$ cat src/rtl/arb_rr_param.sv
// N-way lock-until-release arbiter: round-robin (mode=0) or fixed priority (mode=1); optional hold timeout under ARB_TIMEOUT_EN.
// Latency: request sampled at edge k gives a registered grant at edge k+1; no combinational request-to-grant path.
// Backpressure: none; the holder keeps the grant while requesting, or until the hold limit if the timeout is compiled in.
module arb_rr_param #(
  parameter int N        = 4,
  parameter int MAX_HOLD = 8
) (
  input  logic                 clk,
  input  logic                 rst,
  input  logic [N-1:0]         request,
  input  logic                 mode,
  output logic [N-1:0]         grant,
  output logic                 grant_vld,
  output logic [$clog2(N)-1:0] grant_id
);

  localparam int IW = $clog2(N);

  if (N < 2 || N > 16) begin : g_bad_n
    $error("arb_rr_param: N out of range 2..16");
  end
  if (MAX_HOLD < 2 || MAX_HOLD > 255) begin : g_bad_max_hold
    $error("arb_rr_param: MAX_HOLD out of range 2..255");
  end

  typedef enum logic {IDLE, BUSY} state_t;

  state_t          state_q, state_d;
  logic [N-1:0]    grant_q, grant_d;
  logic [IW-1:0]   grant_id_q, grant_id_d;
  logic [IW-1:0]   last_id_q, last_id_d;

  logic [N-1:0]    cand;
  logic            do_arb;
  logic            holder_req;
  logic            found;
  logic [IW-1:0]   win_id;
  logic [IW:0]     rr_sum;
  logic [IW-1:0]   rr_idx;

`ifdef ARB_TIMEOUT_EN
  localparam int CW = $clog2(MAX_HOLD + 1);
  logic [CW-1:0]   cnt_q, cnt_d;
  logic            hold_expired;
  assign hold_expired = (cnt_q >= CW'(MAX_HOLD));
`endif

  // Winner search over cand; round-robin starts just after last_id and wraps.
  always_comb begin
    found  = 1'b0;
    win_id = '0;
    rr_sum = '0;
    rr_idx = '0;
    if (mode) begin
      for (int i = 0; i < N; i++) begin
        if (!found && cand[i]) begin
          found  = 1'b1;
          win_id = IW'(i);
        end
      end
    end else begin
      for (int i = 1; i <= N; i++) begin
        rr_sum = {1'b0, last_id_q} + (IW+1)'(i);
        if (rr_sum >= (IW+1)'(N)) begin
          rr_sum = rr_sum - (IW+1)'(N);
        end
        rr_idx = rr_sum[IW-1:0];
        if (!found && cand[rr_idx]) begin
          found  = 1'b1;
          win_id = rr_idx;
        end
      end
    end
  end

  always_comb begin
    state_d    = state_q;
    grant_d    = grant_q;
    grant_id_d = grant_id_q;
    last_id_d  = last_id_q;
    cand       = '0;
    do_arb     = 1'b0;
    holder_req = (state_q == BUSY) && |(request & grant_q);

    if (holder_req) begin
`ifdef ARB_TIMEOUT_EN
      // Forced rotation only if someone else is waiting; the holder is excluded.
      if (hold_expired && |(request & ~grant_q)) begin
        do_arb = 1'b1;
        cand   = request & ~grant_q;
      end
`endif
    end else begin
      do_arb = 1'b1;
      cand   = request;
    end

    if (do_arb) begin
      if (found) begin
        state_d    = BUSY;
        grant_d    = {{(N-1){1'b0}}, 1'b1} << win_id;
        grant_id_d = win_id;
        last_id_d  = win_id;
      end else begin
        state_d    = IDLE;
        grant_d    = '0;
        grant_id_d = '0;
      end
    end
  end

  always_ff @(posedge clk) begin
    if (rst) begin
      state_q    <= IDLE;
      grant_q    <= '0;
      grant_id_q <= '0;
      last_id_q  <= IW'(N - 1);
    end else begin
      state_q    <= state_d;
      grant_q    <= grant_d;
      grant_id_q <= grant_id_d;
      last_id_q  <= last_id_d;
    end
  end

`ifdef ARB_TIMEOUT_EN
  always_comb begin
    cnt_d = cnt_q;
    if (state_d == IDLE) begin
      cnt_d = '0;
    end else if (do_arb) begin
      cnt_d = CW'(1);
    end else if (!hold_expired) begin
      cnt_d = cnt_q + CW'(1);
    end
  end

  always_ff @(posedge clk) begin
    if (rst) begin
      cnt_q <= '0;
    end else begin
      cnt_q <= cnt_d;
    end
  end
`endif

  assign grant     = grant_q;
  assign grant_vld = (state_q == BUSY);
  assign grant_id  = grant_id_q;

endmodule

$ cat config.mk
export PLATFORM = sky130hd
export DESIGN_NAME = arb_rr_param
export DESIGN_NICKNAME = d
export VERILOG_FILES = /design/src/rtl/arb_rr_param.sv
export SDC_FILE = /design/constraint.sdc
export NUM_CORES = 1
export LEC_CHECK = 0
export ABC_AREA = 1
export CAP_MARGIN = 20
export CORE_MARGIN = 5
export CORE_UTILIZATION = 39
export CTS_BUF_LIST = sky130_fd_sc_hd__clkbuf_8
export CTS_CLUSTER_DIAMETER = 80
export DETAILED_ROUTE_END_ITERATION = 10
export PLACE_DENSITY_LB_ADDON = 0.25
export SLEW_MARGIN = 5
export SYNTH_ARGS = -nofsm -noshare
export SYNTH_HDL_FRONTEND = slang
export SYNTH_SLANG_ARGS = --single-unit
$ cat constraint.sdc
create_clock -name clk -period 2.3 [get_ports clk]
set_input_delay 0.575 -clock clk [delete_from_list [all_inputs] [get_ports clk]]
set_output_delay 0.575 -clock clk [all_outputs]
set_load 0.03 [all_outputs]
==> reports/qor.yml <==
postCtsSetupBuffers: 0
postRouteAntennaNets: 0
vdd_drop_max_mv: 0.6704
grt_pass1_wl_um: 2939
gp_congestion: 0.8359
intPower_mw: 0.5265
synth_flop_cell: "dfxtp_1"
cts-buffers-inserted: 3
grt_max_degree: 8
vias_per_cell: 4.887
fin_setup_tns_ns: 0
synth_area_um2: 691.9
pin_count: 14
p_sw_share_pct: 45.92
startpoint_type: "primary input"
synth_top_cell_by_area: "dfxtp_1"
min_path_type: "flop to flop"
timing.slew.headroom_pct: 72.99
power.density_mw_per_mm2: 913.3
synth_edf_count: 0
clockBufferDepth: 2
cts.clk_slew.worst_paths_ns: 0.05
synthArstFlopShare_pct: 0
final_core_util_pct: 62.42
fp.coreArea_mm2: 0.001708
dp_hpwl_um: 1347
io_buffer_count: 13
cts_hold_buf: 0
synth.area.top_cells: "dfxtp_1 (26%), nand2_1 (16%), nand3_1 (12%), nand3_2 (8.7%), nand2_2 (6.3%)"
postSynthCellCount: 108
die-height_um: 52.12
start_util_pct: 40.51
grt_overflow: 0
synth_warnings: 0
place_area_um2: 909.6
ys_types: 19
placed_cells: 154
dr.pass1.iters: 4
routed_wirelength_um: 1797
crit_chain: "dlymetal6s2s_1 -> nand2_2 -> nand2_4 -> o21ai_4 -> nand3_2 -> nand2_2 -> nand2_2 -> nand2_1 -> nor2_1 -> nor2_1 -> nand2_1 -> nand3_4 -> nand2_4 -> nor2_1 -> o21ai_0"
grt_usage_pct: 14.11
num_antenna_cells: 0
cts_tree: "yes"
area_growth_pct: 54.07
slowest_delay_ns: 0.25
final_cell_area_mm2: 0.001066
die_area_mm2: 0.002716
rsz0062_at_grt: "no"
clock_power_share_pct: 18.3
p_leak_nw: 0.5276
drive_above_1_share_pct: 35.07
p_sw_mw: 0.4471
antenna_found_initial: 0
critPathRequiredTime_ns: 2.41
slowest_stage: "o21ai_4"
clock_latency_ns: 0.23
drt_iter0_markers: 9
grt_pass1_vias: 698
die_w_um: 52.12
finalSetupViolCount: 0
synth_common_cells: "nand2_1 (30), nand3_1 (16), inv_1 (10)"
cts_root_buf: "clkbuf_8"
wl_per_cell_um: 11.30
dr_total_vias: 777
timing.fmax_mhz: 500.6
layout.nets: 142
post-place-ws_ns: -0.3135
cp-end-kind: "flop"
worst-path-buf-inv: 1
crit_family: "simple AND/OR/NAND/NOR gates"
cp_data_arrival_time_ns: 2.10
ys_ff_latch: 9
p_seq_share_pct: 22.7
synth_top_area_share_pct: 26.04
p_total_mw: 0.9736
synth_area_per_cell_um2: 6.407
post-route-period-util_pct: 86.86
r2r_setup_slack_ns: 0.39
worstMarginPinSlew_ns: 0.4022
worst_slack_ns: 0.3023
fin_worst_skew_ns: 0.001289
status: "completed"
path_class: "primary input to flop"
ys_seq_area_share_pct: 26.04
core.rowCount: 15
hold_viol_final: 0
power_frac_comb_pct: 59.0
min_period_ns: 1.998
h-tree-depth: 1
cts_sinks: 9
drv_cap: 0
synth_fp_nets: 115
whs_ns: 0.4680
drc_errors: 0
crit_fanout: 5
fin_cells: 159
synth_most_common_cell: "nand2_1"
drv_slew: 0
-- final timing paths --
path / startpoint / to / depth (start not counted)
setup reg to reg: last_id_q[0] / last_id_q[0] / 10
hold / removal: grant_id[1] / grant_id[1] / 2
hold reg to reg: grant_id[1] / grant_id[1] / 2
setup / recovery: request[0] / last_id_q[0] / 15
-- cells by family (layout without fill, tap and decap cells) --
family,Yosys count,in the layout,share of synthesized area [%]
compound gates,14,15,13.02
buf+inv,12,37,7.595
simple gates,72,72,52.08
xor+xnor,1,1,1.266
flops,9,9,26.04
-- cell usage in the layout, fill, tap and decap left out, types with 5 or more instances in the layout --
cell type        instances
nand2_1                 23
nand3_2                 12
nand2_2                 11
inv_1                   11
nand3_1                  9
nor2_1                   9
dfxtp_1                  9
clkdlybuf4s50_1          9
buf_4                    9
o21ai_0                  5
-- worst min-delay path: cells and delay by family (launching register included) --
kind	cells	cell delay [ns]
AOI/OAI and AO/OA	1	0.06
and+or+nand+nor	1	0.06
DFF	1	0.30
-- per-layer routing --
layer / GRT usage (%) / vias to the layer above / routed length, µm
met5: 0 / - / 0
met4: 5.240 / 0 / 21
met3: 2.006 / 4 / 28
met2: 23.64 / 7 / 943
met1: 18.12 / 356 / 803
li1: - / 410 / -
-- power by group through the flow --
stage	logic, mW	registers (mW)	clock network [mW]
floorplan	0.313	0.261	0
global placement	0.493	0.219	0
detailed placement	0.501	0.219	0
CTS	0.518	0.219	0.181
global route	0.632	0.226	0.194
finish	0.575	0.221	0.178
-- sequential cells by signal (all words and copies together), names as in the netlist --
register	flops
last_id_q	2
grant_id	2
grant_vld	1
grant	4
-- area by class of cell --
cell class | count | area [µm²]
fillers | 162 | 641.9
multi-input cells | 88 | 558.0
repair buffers | 22 | 207.7
flip-flops and latches | 9 | 180.2
inverters | 11 | 43.79
clock buffers | 3 | 41.29
well taps | 25 | 31.28
clock inverters | 1 | 3.754
-- timing repair --
action / CTS / global route
cloned: 1 / 0
pin swaps: 1 / 20
setup endpoints to repair: 8 / 8
resized for setup: 6 / 20
(Power assumes the default switching activity.)
